### src/rtl/ctrl_pkg.sv
// Shared control types for the I2S transmit path: frame modes, the
// register-side control word and the serializer state encoding.
package ctrl_pkg;

  typedef enum logic [1:0] {
    f16bits = 2'd0,
    f24bits = 2'd1,
    f32bits = 2'd2
  } frame_t;

  typedef struct packed {
    frame_t frame_size;
    logic   mute;
    logic   stop;
  } OP_t;

  typedef enum logic [1:0] {
    IDLE  = 2'd0,
    WAIT  = 2'd1,
    SHIFT = 2'd2
  } txser_state_t;

  // Index of the MSB that goes out first for a given frame mode.
  function automatic int frame_maxp(input frame_t f);
    case (f)
      f16bits: return 15;
      f24bits: return 23;
      default: return 31;
    endcase
  endfunction

endpackage

### src/rtl/sync_fifo.sv
// Single-clock circular buffer with registered, exact full/empty/level flags.
// The read port is fall-through: dout_o always shows the oldest entry.
module sync_fifo #(
  parameter int WIDTH     = 32,
  parameter int DEPTH     = 8,
  parameter int AE_THRESH = 2
) (
  input  logic                     clk_i,
  input  logic                     rst_i,
  input  logic                     flush_i,
  input  logic                     wr_en_i,
  input  logic [WIDTH-1:0]         din_i,
  input  logic                     rd_en_i,
  output logic [WIDTH-1:0]         dout_o,
  output logic                     full_o,
  output logic                     empty_o,
  output logic                     almost_empty_o,
  output logic [$clog2(DEPTH):0]   level_o,
  output logic                     overflow_o
);

  localparam int AW = $clog2(DEPTH);
  localparam int LW = AW + 1;
  localparam logic [LW-1:0] DEPTH_L = LW'(DEPTH);
  localparam logic [LW-1:0] AE_L    = LW'(AE_THRESH);

  logic [WIDTH-1:0] mem [DEPTH];
  logic [AW-1:0]    wrPtr_q;
  logic [AW-1:0]    rdPtr_q;
  logic [LW-1:0]    level_q;
  logic [LW-1:0]    level_d;
  logic             full_q;
  logic             empty_q;
  logic             almostEmpty_q;
  logic             push;
  logic             pop;

  // A flush outranks any write or read issued in the same cycle.
  assign push       = wr_en_i && !full_q && !flush_i;
  assign pop        = rd_en_i && !empty_q && !flush_i;
  assign overflow_o = wr_en_i && full_q;
  assign dout_o     = mem[rdPtr_q];

  assign full_o         = full_q;
  assign empty_o        = empty_q;
  assign almost_empty_o = almostEmpty_q;
  assign level_o        = level_q;

  // Next occupancy; a simultaneous push and pop cancel out.
  always_comb begin
    level_d = level_q;
    if (flush_i) begin
      level_d = '0;
    end else if (push && !pop) begin
      level_d = level_q + 1'b1;
    end else if (pop && !push) begin
      level_d = level_q - 1'b1;
    end
  end

  // Pointers and status flags, all derived from the next level so they are exact.
  always_ff @(posedge clk_i) begin
    if (rst_i) begin
      wrPtr_q       <= '0;
      rdPtr_q       <= '0;
      level_q       <= '0;
      full_q        <= 1'b0;
      empty_q       <= 1'b1;
      almostEmpty_q <= 1'b1;
    end else begin
      if (flush_i) begin
        wrPtr_q <= '0;
        rdPtr_q <= '0;
      end else begin
        if (push) wrPtr_q <= wrPtr_q + 1'b1;
        if (pop)  rdPtr_q <= rdPtr_q + 1'b1;
      end
      level_q       <= level_d;
      full_q        <= (level_d == DEPTH_L);
      empty_q       <= (level_d == '0);
      almostEmpty_q <= (level_d <= AE_L);
    end
  end

  // Storage array; intentionally not reset.
  always_ff @(posedge clk_i) begin
    if (push) mem[wrPtr_q] <= din_i;
  end

endmodule

### src/rtl/i2s_tx_serfifo.sv
// I2S transmit buffer and MSB-first serializer. Words are buffered in a
// sync_fifo and shifted out one bit per shift_en strobe, channel-aligned.
module i2s_tx_serfifo
  import ctrl_pkg::*;
#(
  parameter int WIDTH     = 32,
  parameter int DEPTH     = 8,
  parameter int CHANNELS  = 2,
  parameter int AE_THRESH = 2
) (
  input  logic                        clk,
  input  logic                        rst,
  input  logic                        wr_en,
  input  logic [WIDTH-1:0]            din,
  input  logic                        shift_en,
  input  OP_t                         OP,
  input  logic                        flush,
  input  logic                        err_clr,
  output logic                        sd,
  output logic [$clog2(CHANNELS)-1:0] ch,
  output logic                        word_start,
  output logic                        full,
  output logic                        empty,
  output logic                        almost_empty,
  output logic [$clog2(DEPTH):0]      level,
  output logic                        underflow,
  output logic                        overflow
);

  localparam int CW = $clog2(CHANNELS);
  localparam int LW = $clog2(DEPTH) + 1;
  localparam logic [LW-1:0] CHAN_L  = LW'(CHANNELS);
  localparam logic [CW-1:0] LAST_CH = CW'(CHANNELS - 1);

  txser_state_t     state_q,  state_d;
  logic [WIDTH-1:0] shreg_q,  shreg_d;
  logic [4:0]       bitCnt_q, bitCnt_d;
  logic [4:0]       maxp_q,   maxp_d;
  logic [CW-1:0]    ch_q,     ch_d;
  logic             underflow_q;
  logic             overflow_q;
  logic [4:0]       loadMaxp;
  logic             pop;
  logic             underEvt;
  logic             fifoOvf;
  logic [WIDTH-1:0] fifoDout;

  sync_fifo #(
    .WIDTH     (WIDTH),
    .DEPTH     (DEPTH),
    .AE_THRESH (AE_THRESH)
  ) u_fifo (
    .clk_i          (clk),
    .rst_i          (rst),
    .flush_i        (flush),
    .wr_en_i        (wr_en),
    .din_i          (din),
    .rd_en_i        (pop),
    .dout_o         (fifoDout),
    .full_o         (full),
    .empty_o        (empty),
    .almost_empty_o (almost_empty),
    .level_o        (level),
    .overflow_o     (fifoOvf)
  );

  assign loadMaxp   = 5'(frame_maxp(OP.frame_size));
  assign sd         = (state_q == SHIFT) && !OP.mute && shreg_q[maxp_q];
  assign word_start = (state_q == SHIFT) && (bitCnt_q == maxp_q);
  assign ch         = ch_q;
  assign underflow  = underflow_q;
  assign overflow   = overflow_q;

  // Serializer next state: stop beats flush, flush beats normal shifting.
  always_comb begin
    state_d  = state_q;
    shreg_d  = shreg_q;
    bitCnt_d = bitCnt_q;
    maxp_d   = maxp_q;
    ch_d     = ch_q;
    pop      = 1'b0;
    underEvt = 1'b0;
    if (OP.stop) begin
      state_d  = IDLE;
      shreg_d  = '0;
      bitCnt_d = '0;
      ch_d     = '0;
    end else if (flush && state_q == SHIFT) begin
      state_d = WAIT;
      ch_d    = '0;
    end else begin
      case (state_q)
        IDLE: state_d = WAIT;
        WAIT: begin
          if (!flush && shift_en && level >= CHAN_L) begin
            pop      = 1'b1;
            shreg_d  = fifoDout;
            bitCnt_d = loadMaxp;
            maxp_d   = loadMaxp;
            ch_d     = '0;
            state_d  = SHIFT;
          end
        end
        SHIFT: begin
          if (shift_en) begin
            if (bitCnt_q != 5'd0) begin
              shreg_d  = shreg_q << 1;
              bitCnt_d = bitCnt_q - 5'd1;
            end else begin
              ch_d     = (ch_q == LAST_CH) ? '0 : ch_q + 1'b1;
              bitCnt_d = loadMaxp;
              maxp_d   = loadMaxp;
              if (!empty) begin
                pop     = 1'b1;
                shreg_d = fifoDout;
              end else begin
                shreg_d  = '0;
                underEvt = 1'b1;
              end
            end
          end
        end
        default: state_d = IDLE;
      endcase
    end
  end

  // Serializer registers.
  always_ff @(posedge clk) begin
    if (rst) begin
      state_q  <= IDLE;
      shreg_q  <= '0;
      bitCnt_q <= '0;
      maxp_q   <= 5'd15;
      ch_q     <= '0;
    end else begin
      state_q  <= state_d;
      shreg_q  <= shreg_d;
      bitCnt_q <= bitCnt_d;
      maxp_q   <= maxp_d;
      ch_q     <= ch_d;
    end
  end

  // Sticky error flags; a new event in the clearing cycle keeps the flag set.
  always_ff @(posedge clk) begin
    if (rst) begin
      underflow_q <= 1'b0;
      overflow_q  <= 1'b0;
    end else begin
      if (underEvt)     underflow_q <= 1'b1;
      else if (err_clr) underflow_q <= 1'b0;
      if (fifoOvf)      overflow_q  <= 1'b1;
      else if (err_clr) overflow_q  <= 1'b0;
    end
  end

endmodule

### config.mk
export PLATFORM = sky130hd
export DESIGN_NAME = i2s_tx_serfifo
export DESIGN_NICKNAME = d
export VERILOG_FILES = /design/src/rtl/ctrl_pkg.sv /design/src/rtl/sync_fifo.sv /design/src/rtl/i2s_tx_serfifo.sv
export SDC_FILE = /design/constraint.sdc
export NUM_CORES = 1
export LEC_CHECK = 0
export ABC_AREA = 1
export CORE_MARGIN = 2
export CORE_UTILIZATION = 55
export DETAILED_ROUTE_END_ITERATION = 10
export PLACE_DENSITY = 0.73
export SLEW_MARGIN = 40
export SYNTH_ARGS = -nofsm -noshare
export SYNTH_HDL_FRONTEND = slang
export SYNTH_HIERARCHICAL = 1
export SYNTH_SLANG_ARGS = --single-unit
### constraint.sdc
create_clock -name clk -period 3.4 [get_ports clk]
set_input_delay 0.68 -clock clk [delete_from_list [all_inputs] [get_ports clk]]
set_output_delay 0.68 -clock clk [all_outputs]
set_load 0.1 [all_outputs]
Word-level counts from Yosys, hierarchy flattened
Memory sizes are Yosys's and may differ from the RTL's. A register that Yosys moved wholly into a read port is not among the register bits.
Index checks and enable logic that the tools add are counted.
Operators by class
  add/sub/neg operators: 6
  order comparisons: 3
  equality and inequality tests: 10
  mux-type cells: 46
  bitwise logic cells: 3
  reductions and logical operators: 34
Operators with widths (number)
  $mux 32: 4
  $pmux 32 s2: 1
  $pmux 5 s2: 3
  $mux 5: 5
  $mux 1: 23
  $logic_and 1x1->1: 13
  $mux 4: 3
  $reduce_and 4->1: 2
  $add 3x1->3 const B: 2
  $logic_not 1->1: 6
  $lt 5x6->1 const B: 1
  $mux 3: 2
  $ne 2x2->1 const B: 3
  $pmux 2 s3: 1
  $reduce_and 6->1: 1
  $reduce_bool 2->1: 3
  $bmux 1 s5: 1
  $eq 5x5->1: 1
  $reduce_bool 5->1: 1
  $sub 5x1->5 const B: 1
  $add 4x1->4 const B: 1
  $eq 2x1->1 const B: 2
  $eq 4x4->1 const B: 1
  $ge 4x2->1 const B: 1
  14 further kinds: 20
Storage, ports and cells
  flip-flop bits (word level): 60
  bits in writable memories: 256
  logic and storage cells: 117
  memories kept: 1
Memory list
  u_fifo.mem: depth 8, bits a word 32, read ports 1, clocked after memory_dff 1, wr ports 1, line sync_fifo.sv:27  | logic [WIDTH-1:0] mem [DEPTH];

Longest topological paths before layout
  word-level depth: 14
  depth in mapped cells: 17
  mapped depth without buffers: 16

Hierarchy
Netlist, hierarchy kept.
By module, submodules not included
  sync_fifo: times used 1, cells an instance 848, area an instance 10772.8 µm², seq. area each 8007.7 µm²
  i2s_tx_serfifo: times used 1, cells an instance 364, area an instance 2560.0 µm², seq. area each 880.8 µm²

Least setup slack after synthesis
Ideal clock, no wire load.
  path type: reg-to-output
  start point: register state_q[0]
  end point: output port sd
  arrival time: 3778 ps
  required time: 2720 ps
  setup slack: -1058 ps
  cell stages (with the launch flop): 6
  path buffers: 1
  cell sequence: dfxtp_1 inv_1 ha_1 buf_4 clkinv_1 nor4_1
On the way
  longest elaborated chain between the ends: 3
Ends and longest elaborated chain
  from (decl): line i2s_tx_serfifo.sv:35  | txser_state_t state_q, state_d;
  from (signal assigned): line i2s_tx_serfifo.sv:137  | state_q <= state_d;
  $eq 2x2->1: line i2s_tx_serfifo.sv:68  | assign sd = (state_q == SHIFT) && !OP.mute && shreg_q[maxp_q];
  $logic_and 1x1->1 (2 in a row): line i2s_tx_serfifo.sv:68
  to (decl): line i2s_tx_serfifo.sv:19  | output logic sd,
Every way passes these cells.

Worst setup path in the final report
Ends and elaborated chain as after synthesis.

==> impl_metrics.tcl <==
set metrics [dict create \
    status "completed" \
    grt_max_degree 83 \
    dp_slack_ns 0.593 \
    grt_pass1_vias 8731 \
    synth_cell_type_count 38 \
    synth_compound_area_share_pct 9.45 \
    clk_pin_slew_ns 0.06 \
    synth_area_um2 13300 \
    die_x_um 160 \
    tns_ns 0 \
    drtIter0Drc 863 \
    synthSimpleGateAreaFrac_pct 18.2 \
    synth_edf_count 256 \
    antenna_found_initial 0 \
    cts_root_buf "clkbuf_16" \
    drt-total-wl_um 28000 \
    p_comb_share_pct 5.9 \
    drv_cap 0 \
    rsz0062_at_grt "no" \
    fin_skew_ns 0.00971 \
    ctsResizeCount 0 \
    mappedNetlistNets 1264 \
    setup_violations 0 \
    cp-start-kind "register" \
    dieArea_um2 25500 \
    port_buffers 53 \
    netSwitchingFraction_pct 21.4 \
    ys.flop_type "edfxtp_1" \
    initial_core_util_pct 56.5 \
    yosysWarningCount 6 \
    yosys-top-cells-area "edfxtp_1 58%, dfxtp_1 9.0%, nand2_1 7.5%" \
    critPathRequiredTime_ns 2.72 \
    postSynthCellCount 1212 \
    grt_use_total_pct 22.2 \
    synthTopCellsByCount "266 x nand2_1, 256 x edfxtp_1, 235 x nor2_1" \
    post_cts_buffers 0 \
    grt_overflow 0 \
    htree_levels 1 \
    ys_seq_elements 316 \
    ctsLongestPathBuffers 3 \
    path_class "reg2out" \
    diodes 0 \
    finalCritPeriodShare_pct 88.4 \
    top_layer "met4" \
    synth-xor-area-share_pct 0.263 \
    dieHeight_um 160 \
    cts_tree "built" \
    p_int_w 0.00621 \
    max_slew_margin_pct 62.4 \
    cts_made_buffers 31 \
    gp_congestion 0.808 \
    switchingPower_w 0.00170 \
    area_growth_pct 13.4 \
    setup_ws_ns 0.395 \
    grt_pass1_wl_um 45600 \
    pin_count 54 \
    placementRows 56 \
    clk_latency_ns 0.56 \
    crit_fanout 9 \
    max_slew.worst_pin.slew_ns 0.564 \
    hold_path_depth 2 \
    cts_hold_buf 0 \
    p_total_w 0.00791 \
    yosys.area.top_type "edfxtp_1" \
    critPathArrivalTime_ns 2.33 \
    yosysTopAreaCellShare_pct 57.7 \
    clock_sinks 316 \
    nets 1303 \
    fmax_mhz 333 \
    hold_path.class "reg2reg" \
    ir_worst_vdd_uv 423 \
    instances_no_fill 1593 \
    drive_above_1_share_pct 10.4 \
    dr_wl_met3_um 1590 \
    synth_mux_area_share_pct 0 \
    yosysMostFrequentCell "nand2_1" \
    via_per_inst 5.58 \
    hold_violations 0 \
    synth_area_per_cell_um2 11.0 \
    wl_met2_um 13700 \
    detail-route-antenna-nets 0 \
    wl_met1_um 12200 \
    cp-end-kind "output port" \
    leakagePower_nw 5.39 \
    min_period_ns 3.01 \
    ys_async_sr_fraction_pct 0 \
    clkPwrFrac_pct 40.2 \
    hold_slack_ns 0.462 \
    cellPowerDensity_nw_per_um2 523 \
    post_drt_wl_per_cell_um 17.6 \
    seqPwrFrac_pct 53.9 \
    yosysSeqAreaShare_pct 66.7 \
    hpwl_um 15800 \
    drc 0 \
    slew_violations 0 \
    drt_first_pass_iters 5 \
    vias 8890 \
    dp.cells 1537 \
    synth_top_family_by_area "simple AND/OR/NAND/NOR gates" \
    r2r_cells 13 \
    core_area_um2 23600 \
    synthAdderAreaFrac_pct 0.938 \
]
-- logic make-up (layout without fill, tap and decap cells) --
logic type / count (synthesis) / count (layout)
simple gates: 580 / 580
flops: 316 / 316
compound gates: 190 / 190
buf+inv: 112 / 174
fa+ha+maj: 10 / 10
xor+xnor: 4 / 4
-- through the flow --
step	util (%)	cell area, µm²
CTS	64.0	15100
detailed placement	60.1	14200
floorplan	-	13300
finish	64.0	15100
global route	64.0	15100
global placement	60.1	14200
-- final cells by class --
class | instances | area (µm²)
tap | 319 | 399
clock buffer | 43 | 821
multi-input combinational | 784 | 3920
timing repair buffer | 75 | 808
sequential | 316 | 8900
inverter | 43 | 163
clock inverter | 13 | 116
fill | 1819 | 8490
-- placed cells by master (no fill, tap or decap), types with 31 or more instances in the layout --
| cell type | instances |
|---|---|
| dfxtp_1 | 58 |
| clkdlybuf4s50_1 | 41 |
| nor2_1 | 227 |
| nand3_1 | 34 |
| edfxtp_1 | 256 |
| o32ai_1 | 64 |
| clkbuf_16 | 31 |
| inv_1 | 37 |
| o21ai_0 | 76 |
| nand2_1 | 266 |
-- layer usage --
metal	GRT usage [%]	up-vias
li1	-	4308
met1	30.7	4284
met2	37.4	250
met3	2.73	48
met4	5.91	0
met5	0	-
-- critical path: stages, from the launching register on --
cell	delay, ns
dfxtp_1	0.34
inv_1	0.09
ha_1	0.34
clkinv_1	0.31
nor4_2	0.35
buf_4	0.33
-- power groups by stage --
stage | logic, W | clock network (W) | registers [W]
CTS | 0.000468 | 0.00324 | 0.00426
finish | 0.000464 | 0.00318 | 0.00426
global route | 0.000517 | 0.00339 | 0.00427
detailed placement | 0.000465 | 0 | 0.00434
floorplan | 0.000276 | 0 | 0.00437
global placement | 0.000459 | 0 | 0.00434
-- state kept, by name (all words and copies together), names as in the netlist, 2 cells and up, named ones only --
name            flops
u_fifo/mem        256
bitCnt_q            5
state_q             2
u_fifo/rdPtr_q      3
u_fifo/wrPtr_q      3
shreg_q            32
maxp_q              2
u_fifo/level_o      4
-- final timing paths --
check / from / to / slack [ns]
setup / recovery: state_q[0] / sd / 0.39
hold / removal: shreg_q[22] / shreg_q[22] / 0.46
setup reg to reg: state_q[0] / u_fifo/almost_empty_o / 0.79
hold reg to reg: shreg_q[22] / shreg_q[22] / 0.46
Power figures use the tool's default switching activity.
